`src/rtl/xphy_pkg.sv`:
```
// Shared definitions for the XPHY training-bus responder: FSM state encoding,
// register index constants and the fixed read-data values.
package xphy_pkg;

    typedef enum logic [2:0] {
        XPHY_IDLE     = 3'd0,
        XPHY_ACCESS   = 3'd1,
        XPHY_DRP_WAIT = 3'd2,
        XPHY_ACK      = 3'd3,
        XPHY_RELEASE  = 3'd4
    } xphy_state_t;

    localparam logic [2:0]  XPHY_REG_CTRL   = 3'd0;
    localparam logic [2:0]  XPHY_REG_STATUS = 3'd1;

    localparam logic [15:0] XPHY_RD_MISS          = 16'hFFFF;
    localparam logic [15:0] XPHY_DRP_TIMEOUT_DATA = 16'hDEAD;

    // An IPIF access hits the bank only for the matching MMD and indices 0..7.
    function automatic logic xphy_ipif_hit(input logic [20:0] addr, input logic [4:0] mmd);
        return (addr[20:16] == mmd) && (addr[15:3] == 13'd0);
    endfunction

endpackage

```
`src/rtl/xphy_train_regs.sv`:
```
// Local register bank of the training responder.
//   reg0 : control, bit15 is a sticky DRP-timeout flag (set by hardware,
//          cleared by writing 1), bits 14:0 read/write
//   reg1 : {8'h00, core_status}, read-only
//   reg2..reg7 : scratch read/write
module xphy_train_regs
    import xphy_pkg::*;
(
    input  logic        dclk,
    input  logic        rst_n,
    input  logic [2:0]  i_idx,
    input  logic        i_we,
    input  logic [15:0] i_wdata,
    input  logic [7:0]  i_core_status,
    input  logic        i_sticky_set,
    output logic [15:0] o_rdata,
    output logic [15:0] o_ctrl
);

    logic [15:0]      r_ctrl;
    logic [5:0][15:0] w_scratch;
    logic [2:0]       w_sidx;
    logic             w_ctrl_we;

    assign w_ctrl_we = i_we && (i_idx == XPHY_REG_CTRL);
    assign w_sidx    = i_idx - 3'd2;
    assign o_ctrl    = r_ctrl;

    // Control register; hardware set of the sticky flag takes priority over a clear.
    always_ff @(posedge dclk) begin
        if (!rst_n) begin
            r_ctrl <= 16'h0000;
        end else begin
            if (w_ctrl_we) begin
                r_ctrl[14:0] <= i_wdata[14:0];
            end
            if (i_sticky_set) begin
                r_ctrl[15] <= 1'b1;
            end else if (w_ctrl_we && i_wdata[15]) begin
                r_ctrl[15] <= 1'b0;
            end
        end
    end

    genvar gi;
    generate
        for (gi = 2; gi < 8; gi++) begin : g_scratch
            logic [15:0] r_val;

            // One scratch register per index.
            always_ff @(posedge dclk) begin
                if (!rst_n) begin
                    r_val <= 16'h0000;
                end else if (i_we && (i_idx == 3'(gi))) begin
                    r_val <= i_wdata;
                end
            end

            assign w_scratch[gi-2] = r_val;
        end
    endgenerate

    // Read mux over the bank.
    always_comb begin
        o_rdata = 16'h0000;
        case (i_idx)
            XPHY_REG_CTRL:   o_rdata = r_ctrl;
            XPHY_REG_STATUS: o_rdata = {8'h00, i_core_status};
            default:         o_rdata = w_scratch[w_sidx];
        endcase
    end

endmodule

```
`src/rtl/xphy_training_resp.sv`:
```
// XPHY training-bus responder: accepts one request per cs assertion, serves the
// local register bank after a fixed latency and issues exactly one ack.
// Optional DRP forwarding is compiled in with XPHY_TRAIN_DRP_EN; without it
// DRP-space reads return 0 and DRP-space writes are dropped.
module xphy_training_resp
    import xphy_pkg::*;
#(
    parameter logic [4:0] C_MMD         = 5'd1,
    parameter int         C_LATENCY     = 2,
    parameter int         C_DRP_TIMEOUT = 255
) (
    input  logic        dclk,
    input  logic        rst_n,
    input  logic        training_enable,
    input  logic [20:0] training_addr,
    input  logic        training_rnw,
    input  logic [15:0] training_wrdata,
    input  logic        training_ipif_cs,
    input  logic        training_drp_cs,
    output logic [15:0] training_rddata,
    output logic        training_rdack,
    output logic        training_wrack,
    input  logic [7:0]  core_status,
    output logic [15:0] ctrl_out,
    output logic        busy
`ifdef XPHY_TRAIN_DRP_EN
    ,
    output logic        drp_den,
    output logic        drp_dwe,
    output logic [15:0] drp_daddr,
    output logic [15:0] drp_di,
    input  logic [15:0] drp_do,
    input  logic        drp_drdy
`endif
);

    // An out-of-range configuration never accepts a request, so a mis-sized
    // counter can never leave the bus hanging mid-transaction.
    localparam bit LP_PARAMS_OK = (C_LATENCY >= 1) && (C_LATENCY <= 15) &&
                                  (C_DRP_TIMEOUT >= 1) && (C_DRP_TIMEOUT <= 65535);

    xphy_state_t r_state;
    logic [3:0]  r_cnt;
    logic [20:0] r_addr;
    logic        r_rnw;
    logic [15:0] r_wrdata;
    logic        r_is_ipif;
    logic [15:0] r_rddata;
    logic        r_rdack;
    logic        r_wrack;
    logic        r_busy;

    logic        w_req;
    logic        w_hit;
    logic        w_commit;
    logic        w_reg_we;
    logic        w_sticky_set;
    logic [15:0] w_reg_rdata;
    logic [15:0] w_rd_value;

`ifdef XPHY_TRAIN_DRP_EN
    logic        r_den;
    logic        r_dwe;
    logic [15:0] r_daddr;
    logic [15:0] r_di;
    logic [15:0] r_tcnt;
    logic        w_drp_timeout;

    assign drp_den   = r_den;
    assign drp_dwe   = r_dwe;
    assign drp_daddr = r_daddr;
    assign drp_di    = r_di;

    // drdy wins over a timeout that expires on the same edge.
    assign w_drp_timeout = (r_state == XPHY_DRP_WAIT) && !drp_drdy &&
                           (r_tcnt == 16'(C_DRP_TIMEOUT));
    assign w_sticky_set  = w_drp_timeout;
`else
    assign w_sticky_set  = 1'b0;
`endif

    assign w_req    = LP_PARAMS_OK && training_enable && (training_ipif_cs || training_drp_cs);
    assign w_hit    = xphy_ipif_hit(r_addr, C_MMD);
    assign w_commit = (r_state == XPHY_ACCESS) && (r_cnt == 4'd0);
    assign w_reg_we = w_commit && !r_rnw && r_is_ipif && w_hit;

    // Without DRP forwarding a DRP-space read returns 0.
    assign w_rd_value = r_is_ipif ? (w_hit ? w_reg_rdata : XPHY_RD_MISS) : 16'h0000;

    assign training_rddata = r_rddata;
    assign training_rdack  = r_rdack;
    assign training_wrack  = r_wrack;
    assign busy            = r_busy;

    xphy_train_regs u_regs (
        .dclk          (dclk),
        .rst_n         (rst_n),
        .i_idx         (r_addr[2:0]),
        .i_we          (w_reg_we),
        .i_wdata       (r_wrdata),
        .i_core_status (core_status),
        .i_sticky_set  (w_sticky_set),
        .o_rdata       (w_reg_rdata),
        .o_ctrl        (ctrl_out)
    );

    // Request/ack state machine with registered acks, read data and DRP strobes.
    always_ff @(posedge dclk) begin
        if (!rst_n) begin
            r_state   <= XPHY_IDLE;
            r_cnt     <= 4'd0;
            r_addr    <= 21'd0;
            r_rnw     <= 1'b0;
            r_wrdata  <= 16'h0000;
            r_is_ipif <= 1'b0;
            r_rddata  <= 16'h0000;
            r_rdack   <= 1'b0;
            r_wrack   <= 1'b0;
            r_busy    <= 1'b0;
`ifdef XPHY_TRAIN_DRP_EN
            r_den     <= 1'b0;
            r_dwe     <= 1'b0;
            r_daddr   <= 16'h0000;
            r_di      <= 16'h0000;
            r_tcnt    <= 16'd0;
`endif
        end else begin
            r_rdack <= 1'b0;
            r_wrack <= 1'b0;
`ifdef XPHY_TRAIN_DRP_EN
            r_den   <= 1'b0;
`endif
            case (r_state)
                XPHY_IDLE: begin
                    if (w_req) begin
                        r_addr    <= training_addr;
                        r_rnw     <= training_rnw;
                        r_wrdata  <= training_wrdata;
                        r_is_ipif <= training_ipif_cs;
                        r_busy    <= 1'b1;
`ifdef XPHY_TRAIN_DRP_EN
                        if (!training_ipif_cs) begin
                            r_den   <= 1'b1;
                            r_dwe   <= ~training_rnw;
                            r_daddr <= training_addr[15:0];
                            r_di    <= training_wrdata;
                            r_tcnt  <= 16'd1;
                            r_state <= XPHY_DRP_WAIT;
                        end else
`endif
                        begin
                            r_cnt   <= 4'(C_LATENCY - 1);
                            r_state <= XPHY_ACCESS;
                        end
                    end
                end

                XPHY_ACCESS: begin
                    if (r_cnt == 4'd0) begin
                        r_state <= XPHY_ACK;
                        if (r_rnw) begin
                            r_rdack  <= 1'b1;
                            r_rddata <= w_rd_value;
                        end else begin
                            r_wrack  <= 1'b1;
                        end
                    end else begin
                        r_cnt <= r_cnt - 4'd1;
                    end
                end

`ifdef XPHY_TRAIN_DRP_EN
                XPHY_DRP_WAIT: begin
                    if (drp_drdy || w_drp_timeout) begin
                        r_state <= XPHY_ACK;
                        if (r_rnw) begin
                            r_rdack  <= 1'b1;
                            r_rddata <= drp_drdy ? drp_do : XPHY_DRP_TIMEOUT_DATA;
                        end else begin
                            r_wrack  <= 1'b1;
                        end
                    end else begin
                        r_tcnt <= r_tcnt + 16'd1;
                    end
                end
`endif

                XPHY_ACK: begin
                    r_state <= XPHY_RELEASE;
                end

                XPHY_RELEASE: begin
                    if (!training_ipif_cs && !training_drp_cs) begin
                        r_state <= XPHY_IDLE;
                        r_busy  <= 1'b0;
                    end
                end

                default: begin
                    r_state <= XPHY_IDLE;
                    r_busy  <= 1'b0;
                end
            endcase
        end
    end

endmodule

```
`config.mk`:
```
export PLATFORM = sky130hd
export DESIGN_NAME = xphy_training_resp
export DESIGN_NICKNAME = d
export VERILOG_FILES = /design/src/rtl/xphy_pkg.sv /design/src/rtl/xphy_train_regs.sv /design/src/rtl/xphy_training_resp.sv
export SDC_FILE = /design/constraint.sdc
export NUM_CORES = 1
export LEC_CHECK = 0
export ABC_AREA = 1
export BUFFER_PORTS_ARGS = -buffer_cell sky130_fd_sc_hd__clkbuf_2
export CAP_MARGIN = 20
export CORE_UTILIZATION = 50
export CTS_BUF_LIST = sky130_fd_sc_hd__clkbuf_16
export DETAILED_ROUTE_END_ITERATION = 10
export PLACE_DENSITY = 0.72
export SLEW_MARGIN = 15
export SYNTH_ARGS = -nofsm -noshare
export SYNTH_HDL_FRONTEND = slang
export SYNTH_HIERARCHICAL = 1
export SYNTH_SLANG_ARGS = --single-unit
```
`constraint.sdc`:
```
create_clock -name dclk -period 2.3 [get_ports dclk]
set_clock_uncertainty 0.1 [all_clocks]
set_input_delay 0.115 -clock dclk [delete_from_list [all_inputs] [get_ports dclk]]
set_output_delay 0.115 -clock dclk [all_outputs]
set_load 0.005 [all_outputs]
```
==> flow_summary.toml <==
[run_status]
status = "complete, no violations"

[pwr]
total_power_mw = 7.56
p_sw_share_pct = 30.7
ir_drop_v = 0.000586
power-per-cell-area_nw_per_um2 = 785
p_leak_nw = 4.27
p_switching_mw = 2.32
clockPowerShare_pct = 38.4
p_seq_share_pct = 44.7
internal-power_mw = 5.24
p_comb_share_pct = 16.9

[timing]
final.setup.tns_ns = 0
setup_slack_ns = 0.0969
hold_viol = 0
finalCritPeriodShare_pct = 95.8
maxSlewHeadroom_pct = 65.8
grt_setup_unrepaired = "true"
min_period_ns = 2.20
drv_slew = 0
worstMarginPinSlew_ns = 0.512
max_freq_ghz = 0.454
finalSetupViolations = 0

[setup_path]
arrival_ns = 2.42
critical_path_class = "register to register"
path_max_fanout = 7
crit_path_start_kind = "register"
crit_path_end_kind = "register"
required_ns = 2.52

[global_route]
first_global_vias = 7107
antenna_found_initial = 0
grt_max_degree = 77
grt-ovfl-total = 0
grt_pass1_wl_mm = 35.8
track_usage_pct = 28.0

[worst_hold_path]
hold_class = "input pin to register"

[cells_and_area]
finalNetCount = 1330
num_antenna_cells = 0
post-route-util_pct = 62.4
postLayoutCellArea_um2 = 9630
fillers = 1420
drive_gt1_share_pct = 14.4
area_growth_syn_to_layout_pct = 20.4

[floorplan]
core_area_um2 = 15400
die-area_um2 = 16500
initial_core_util_pct = 51.8
die_x_um = 128
num_rows = 45
pin_count = 86
die_y_um = 128

[drt]
wl_mm = 22.3
first_pass_iters = 5
drtIter0Drc = 554
drtAntennaViolNets = 0
dr_total_vias = 7799
viasPerCell = 5.20
routedWlPerCell_um = 14.9
drcViolationCount = 0

[cts]
numCtsBuffers = 17
htree_num_levels = 4
clk_pin_slew_ns = 0.07
cts_tree = "yes"
cts_sinks = 177
insertion_delay_ns = 0.43
clockBufferDepth = 2
root_buffer = "clkbuf_16"

[logic_synthesis]
yosysTopAreaCellShare_pct = 44.3
avgSynthCellArea_um2 = 6.86
syn-cell-area_um2 = 8000
synth_top_area_cell = "dfxtp_1"
yosysWarnings = 6
synthDistinctLibCells = 30
synth_cells = 1165
synth_area_leaders = "dfxtp_1 44%, nand2_1 12%, nor2_1 11%"
synth_nets = 1220
synth-seq-cells = 177
synth-seq-area-share_pct = 44.3

[place]
pre_cts_slack_ns = -0.0381
port_buffers = 85
gp_congestion = 0.848
dp_hpwl_mm = 14.0
place_area_um2 = 8570

[run]
drv_cap = 0
[sequential cells by signal (all words and copies together) (netlist names), 3 cells and up]
name / flops
u_regs/g_scratch.r_val: 96
training_rddata: 16
u_regs/o_ctrl: 16
r_wrdata: 16
r_state: 3
r_addr: 21
r_cnt: 4
[cell type report]
cell class | count | area, µm² | area share (%)
clock buffer | 17 | 425 | 4.42
inverter | 81 | 319 | 3.31
timing repair buffer | 161 | 1150 | 12.0
tap | 211 | 264 | 2.74
clock inverter | 15 | 158 | 1.64
multi-input combinational | 837 | 3760 | 39.1
sequential | 177 | 3550 | 36.8
[layer usage]
| layer | track usage [%] | part of all wire (%) | routed length [µm] | up-vias |
|---|---|---|---|---|
| met5 | 0 | 0 | 0 | - |
| met4 | 11.9 | 3.2 | 725 | 0 |
| met3 | 5.74 | 5.4 | 1210 | 35 |
| met2 | 45.6 | 47 | 10400 | 236 |
| met1 | 36.0 | 45 | 9950 | 3595 |
| li1 | - | - | - | 3933 |
[timing repair]
| action | CTS | global route |
|---|---|---|
| hold endpoints to repair | 41 | 0 |
| pin swaps | 0 | 1 |
| gates resized for setup | 2 | 16 |
| endpoints found under the setup margin | 37 | 65 |
| setup buffers | 0 | 4 |
| hold buffers | 41 | 0 |
[through the flow]
stage / hold WS (ns) / cells
finish: 0.0597 / 1499
floorplan: 0.150 / 1165
CTS: 0.0386 / 1495
global placement: 0.236 / 1422
detailed placement: 0.243 / 1422
global route: 0.0904 / 1499
[synth_stat cells, drive strengths merged]
master / number
or2: 1
o21ai: 150
clkbuf: 26
inv: 78
a21oi: 56
ha: 4
nand2: 256
nand3: 101
dfxtp: 177
nor2: 249
nor3: 18
conb: 1
nor3b: 1
clkinv: 3
buf: 44
[final timing paths]
path	depth (start not counted)	endpoint	slack, ns	from
setup reg to reg	13	u_regs/g_scratch[3].r_val[8]$_SDFFE_PN0P_	0.1	r_cnt[0]$_SDFFE_PN0P_
setup / recovery	13	u_regs/g_scratch[3].r_val[8]$_SDFFE_PN0P_	0.1	r_cnt[0]$_SDFFE_PN0P_
hold / removal	3	u_regs/o_ctrl[15]$_SDFFE_PN0P_	0.06	rst_n
hold reg to reg	2	r_addr[16]$_SDFFE_PN0P_	0.36	r_addr[16]$_SDFFE_PN0P_
[cells in the final DEF, fill, tap and decap left out, types with 3 or more instances in the layout]
master         netlist  final
a21oi_1             54     54
buf_12               0      4
buf_4                4     31
clkbuf_16            0     17
clkbuf_2             0     84
clkinv_2             2      7
dfxtp_1            177    175
dlygate4sd3_1        0     41
ha_1                 4      4
inv_1               71     71
inv_2                6      3
inv_6                0      5
nand2_1            249    249
nand2_2              5      4
nand2_4              2      3
nand3_1             99     99
nor2_1             239    239
nor2_4               4      5
nor2_8               4      4
nor3_1              18     18
o21ai_0            119    113
o21ai_1             31     37
[critical path: stages, from the launching register on]
cell     delay (ns)
dfxtp_1        0.33
inv_1          0.10
ha_1           0.15
nand2_1        0.10
nor2_4         0.14
nand3_1        0.10
nor3b_2        0.19
buf_4          0.16
inv_2          0.05
nor2_4         0.10
nand3_4        0.11
buf_4          0.17
o21ai_0        0.21
nor2_1         0.08
[kinds of logic (layout without fill, tap and decap cells)]
group,count (synthesis),count (layout),synth area share (%)
DFF,177,177,44.3
other,1,1,0.0469
adders and majority gates,4,4,0.626
and+or+nand+nor,626,626,33.0
AOI/OAI and AO/OA,206,206,13.0
buffers and inverters,151,274,9.00
[power groups by stage]
| stage | combinational, mW | clock (mW) | sequential (mW) |
|---|---|---|---|
| final | 1.28 | 2.90 | 3.38 |
| after floorplan | 0.882 | 0 | 3.35 |
| after detailed placement | 1.18 | 0 | 3.44 |
| after global routing | 1.41 | 3.06 | 3.39 |
| after global placement | 1.17 | 0 | 3.44 |
| after CTS | 1.25 | 2.94 | 3.37 |
Note: power is estimated with default switching activity, not from simulation.
